## config.mk

```make
export PLATFORM = sky130hd
export DESIGN_NAME = hall_emulator
export DESIGN_NICKNAME = d
export VERILOG_FILES = /design/src/rtl/hall_emulator.sv
export SDC_FILE = /design/constraint.sdc
export NUM_CORES = 1
export LEC_CHECK = 0
export CAP_MARGIN = 5
export CORE_AREA = 2 2 94 96
export CTS_BUF_LIST = sky130_fd_sc_hd__clkbuf_16
export DETAILED_ROUTE_END_ITERATION = 8
export DIE_AREA = 0 0 96 98
export PLACE_DENSITY = 0.71
export SLEW_MARGIN = 0
export SYNTH_ARGS = -nofsm -noshare
export SYNTH_HDL_FRONTEND = slang
export SYNTH_SLANG_ARGS = --single-unit
```

## constraint.sdc

```tcl
create_clock -name clock -period 3.4 [get_ports clock]
set_input_delay 0.51 -clock clock [delete_from_list [all_inputs] [get_ports clock]]
set_output_delay 0.51 -clock clock [all_outputs]
set_load 0.05 [all_outputs]
```

## src/rtl/hall_emulator.sv

```systemverilog
// Hall-sensor pattern generator: steps a six-sector electrical sequence at a
// programmable period and direction, emitting the matching 120-degree Hall code.
module hall_emulator #(
  parameter int CNT_WIDTH = 24,
  parameter int REV_WIDTH = 16
) (
  input  logic                 clock,
  input  logic                 reset,
  input  logic                 enable,
  input  logic                 forward,
  input  logic [CNT_WIDTH-1:0] step_period,
  output logic                 hall_a,
  output logic                 hall_b,
  output logic                 hall_c,
  output logic [2:0]           sector,
  output logic                 step_strobe,
  output logic [REV_WIDTH-1:0] rev_count,
  output logic                 stalled
);

  logic [CNT_WIDTH-1:0] r_cnt;
  logic [CNT_WIDTH-1:0] r_per_sh;
  logic                 r_dir_sh;
  logic [2:0]           r_sector;
  logic [2:0]           r_hall;
  logic                 r_step_strobe;
  logic [REV_WIDTH-1:0] r_rev_count;
  logic                 r_stalled;

  logic                 w_per_zero;
  logic                 w_run;
  logic                 w_tc;
  logic                 w_load;
  logic                 w_wrap;
  logic [2:0]           w_next_sector;

  function automatic logic [2:0] hall_code(input logic [2:0] s);
    case (s)
      3'd0:    hall_code = 3'b100;
      3'd1:    hall_code = 3'b110;
      3'd2:    hall_code = 3'b010;
      3'd3:    hall_code = 3'b011;
      3'd4:    hall_code = 3'b001;
      3'd5:    hall_code = 3'b101;
      default: hall_code = 3'b100;
    endcase
  endfunction

  assign w_per_zero = (r_per_sh == '0);
  assign w_run      = enable & ~w_per_zero;
  assign w_tc       = w_run & (r_cnt == r_per_sh - CNT_WIDTH'(1));
  // Shadows only track the inputs at step boundaries, so a step never changes
  // length or direction once it has started.
  assign w_load     = ~enable | w_per_zero | w_tc;
  assign w_wrap     = r_dir_sh ? (r_sector == 3'd5) : (r_sector == 3'd0);

  // NOTE: every signal written in always_comb gets a default first so no latch is inferred.
  always_comb begin
    w_next_sector = r_sector;
    if (r_dir_sh) w_next_sector = (r_sector == 3'd5) ? 3'd0 : r_sector + 3'd1;
    else          w_next_sector = (r_sector == 3'd0) ? 3'd5 : r_sector - 3'd1;
  end

  // NOTE: sequential state uses non-blocking assignments so all registers see pre-edge values.
  always_ff @(posedge clock) begin
    if (reset) begin
      r_cnt         <= '0;
      r_per_sh      <= '0;
      r_dir_sh      <= 1'b1;
      r_sector      <= 3'd0;
      r_hall        <= 3'b100;
      r_step_strobe <= 1'b0;
      r_rev_count   <= '0;
      r_stalled     <= 1'b0;
    end else begin
      if (w_load) begin
        r_per_sh <= step_period;
        r_dir_sh <= forward;
      end
      if (!w_run || w_tc) r_cnt <= '0;
      else                r_cnt <= r_cnt + CNT_WIDTH'(1);
      if (w_tc) begin
        r_sector <= w_next_sector;
        r_hall   <= hall_code(w_next_sector);
        if (w_wrap) r_rev_count <= r_rev_count + REV_WIDTH'(1);
      end
      r_step_strobe <= w_tc;
      r_stalled     <= enable & w_per_zero;
    end
  end

  assign hall_a      = r_hall[2];
  assign hall_b      = r_hall[1];
  assign hall_c      = r_hall[0];
  assign sector      = r_sector;
  assign step_strobe = r_step_strobe;
  assign rev_count   = r_rev_count;
  assign stalled     = r_stalled;

endmodule

```

==> flow_summary.ini <==
[setup_path]
crit_type = reg2reg
required_ns = 3.61
slowest_stage = or4_4
worstSetupEndpointType = flop
startpoint_type = flop
worst-path-max-fanout = 3
crit_arrival_ns = 3.65
max_stage_delay_ns = 0.55
path_cells = inv_2 -> ha_4 -> or3b_4 -> or3_1 -> a2111o_1 -> a211oi_2 -> nand4b_1 -> or4_4 -> or4_4 -> mux2_4
crit_top_cell = or4_4

[die]
row_count = 34
core_um2 = 8470
initial_core_util = 0.484
die_x_um = 96
die-area_um2 = 9410
io_pins = 52
die_h_um = 98

[cts]
hold_buffers = 0
numCtsBuffers = 9
cts_tree = yes
cts_buffer_depth = 2
cts_sinks = 73
cts_root_buf = clkbuf_16
h-tree-depth = 3
clkTransAtPathRegs_ns = 0.06
clock_latency_ns = 0.33

[detailed_routing]
avgViaCountPerCell = 5.54
drc = 0
first_pass_iters = 4
drt.antenna.violating_nets = 0
routed_wl_um = 10000
routedWlPerCell_um = 15.0
vias = 3690
drt-initial-drc-count = 128

[timing]
finalMaxSlewViolations = 0
hold_viol_final = 0
finalSetupViolCount = 4
slew_headroom = 0.359
fin_ws_ns = -0.0400
worst_pin_slew_ns = 0.962
grt_setup_unrepaired = yes
fmax_ghz = 0.291
final.setup_skew_ns = 0.00958
min_period_ns = 3.44
hold_ws_ns = 0.461
fin_crit_sh = 1.01
finalSetupTns_ns = -0.0895

[power_and_ir_drop]
p_int_mw = 1.53
pwr-share-comb = 0.161
ir_drop_mv = 0.232
leakage_nw = 2.07
p_sw_mw = 0.526
power.total_mw = 2.05
pwr-share-clk = 0.400
power_frac_seq = 0.439
swShare = 0.256
powerDensity_nw_per_um2 = 381

[yosys]
synth_nets = 510
synth_cells = 477
synth_top_area_cell = dfxtp_1
yosys_register_bits = 73
ys_top_cells_by_area = dfxtp_1 36%, nor2_1 7.0%, xnor2_1 6.8%, mux2i_1 6.6%, xor2_1 4.9%
synth_edf_count = 0
synthArstFlopShare = 0
yosysTopAreaCellShare = 0.357
syn_area_um2 = 4100
syn_area_per_cell_um2 = 8.59
yosysWarnings = 0
synthFlopType = dfxtp_1
yosysUniqueCellTypes = 57
yosysMostFrequentCell = nor2_1
synthTopCellsByCount = 76 x nor2_1, 73 x dfxtp_1, 32 x xnor2_1
yosysSeqAreaShare = 0.357

[finish]
multi_input_area_um2 = 2650
n_antenna_cell = 0
drive_gt1_frac = 0.174
nets = 587
seqCellArea_um2 = 1470
syn_to_final_growth_pct = 31.4
fillCellCount = 732

[global_routing]
antenna_found_initial = 0
grt_use_total = 0.220
overflow = 0
grt_pass1_wl_um = 16600
grt_start_max_net_pins = 56
grt_pass1_vias = 3642

[job]
cap_violations = 0

[place]
dp_hpwl_um = 7350
gp_congestion = 0.912
port_buffers = 51

[run_status]
violations = setup timing
outcome = finished, violations left

[min_path]
hold_class = reg2reg
-- power by group through the flow --
stage | Clock, mW | Combinational [mW] | Sequential (mW)
after detailed placement | 0 | 0.321 | 0.918
after CTS | 0.834 | 0.324 | 0.899
final | 0.821 | 0.331 | 0.900
after global routing | 0.874 | 0.362 | 0.903
after floorplan | 0 | 0.192 | 0.916
after global placement | 0 | 0.317 | 0.917
-- metrics by stage --
step	cell area (um^2)	setup WS (ns)	std cells	utilization
detailed placement	5000	-0.102	648	0.590
global route	5380	-0.136	666	0.636
global placement	5000	-0.0188	648	0.590
CTS	5290	-0.0178	664	0.624
finish	5380	-0.0400	666	0.636
floorplan	4130	-0.0304	477	-
-- what timing repair did --
action | in CTS | in global routing
gates cloned | 0 | 0
gates resized for setup | 5 | 16
setup buffers | 1 | 2
endpoints found under the setup margin | 13 | 41
-- path summary, 6_finish.rpt --
path                                  start             to  slack [ns]  depth (start not counted)
worst min-delay path              r_hall[1]      r_hall[1]        0.46                          2
worst max register to register  r_per_sh[1]  rev_count[10]       -0.04                         10
worst max-delay path            r_per_sh[1]  rev_count[10]       -0.04                         10
worst min register to register    r_hall[1]      r_hall[1]        0.46                          2
-- final cells by class --
type | count | area share
Multi-Input combinational cell | 370 | 0.492
Sequential cell | 73 | 0.272
Timing Repair Buffer | 90 | 0.156
Clock buffer | 9 | 0.0419
Tap cell | 108 | 0.0251
Inverter | 10 | 0.00698
Clock inverter | 6 | 0.00512
-- registers in the layout, summed over array words and instances, names as in the netlist --
name / count
r_per_sh: 24
r_hall: 3
stalled: 1
rev_count: 16
step_strobe: 1
r_cnt: 24
sector: 3
r_dir_sh: 1
-- cell families (layout without fill, tap and decap cells) --
group,after synthesis,in the layout,share of synthesized area
AO/OA/AOI/OAI,59,59,0.108
XOR/XNOR,55,55,0.118
adder cells (fa/ha/maj),5,5,0.0153
buffers and inverters,34,115,0.0330
flip-flops,73,73,0.357
multiplexers,36,36,0.0917
AND/OR/NAND/NOR,215,215,0.278
-- worst max-delay path, delay by kind of cell, from the launching register on --
family / cells / cell delay [ns]
DFF: 1 / 0.32
adders and majority gates: 1 / 0.13
and+or+nand+nor: 5 / 1.94
buffers and inverters: 1 / 0.07
AOI/OAI and AO/OA: 2 / 0.56
muxes: 1 / 0.30
-- cells in the final DEF, fill, tap and decap left out, drive strengths merged, types with 3 or more instances in the layout --
cell type / instances
and3: 6
buf: 40
clkinv: 6
nand4: 8
clkbuf: 9
mux2i: 27
clkdlybuf4s50: 50
nor2: 76
o31ai: 5
o211ai: 7
mux2: 9
nand4b: 5
ha: 5
or4: 11
o41ai: 5
nand2b: 5
a21oi: 7
o311ai: 4
nor3: 14
nand3: 27
dfxtp: 73
a22oi: 3
nor2b: 15
nor4: 10
inv: 10
xor2: 23
a211oi: 4
xnor2: 32
nand2: 21
or2: 4
o21ai: 7
-- layer usage --
| layer | part of all wire | global-route usage | vias to the layer above |
|---|---|---|---|
| met5 | 0 | 0 | - |
| li1 | - | - | 1865 |
| met3 | 0.023 | 0.0324 | 13 |
| met1 | 0.45 | 0.273 | 1753 |
| met4 | 0.015 | 0.0758 | 0 |
| met2 | 0.51 | 0.383 | 59 |
No activity file was read; power rests on OpenSTA's default activity.
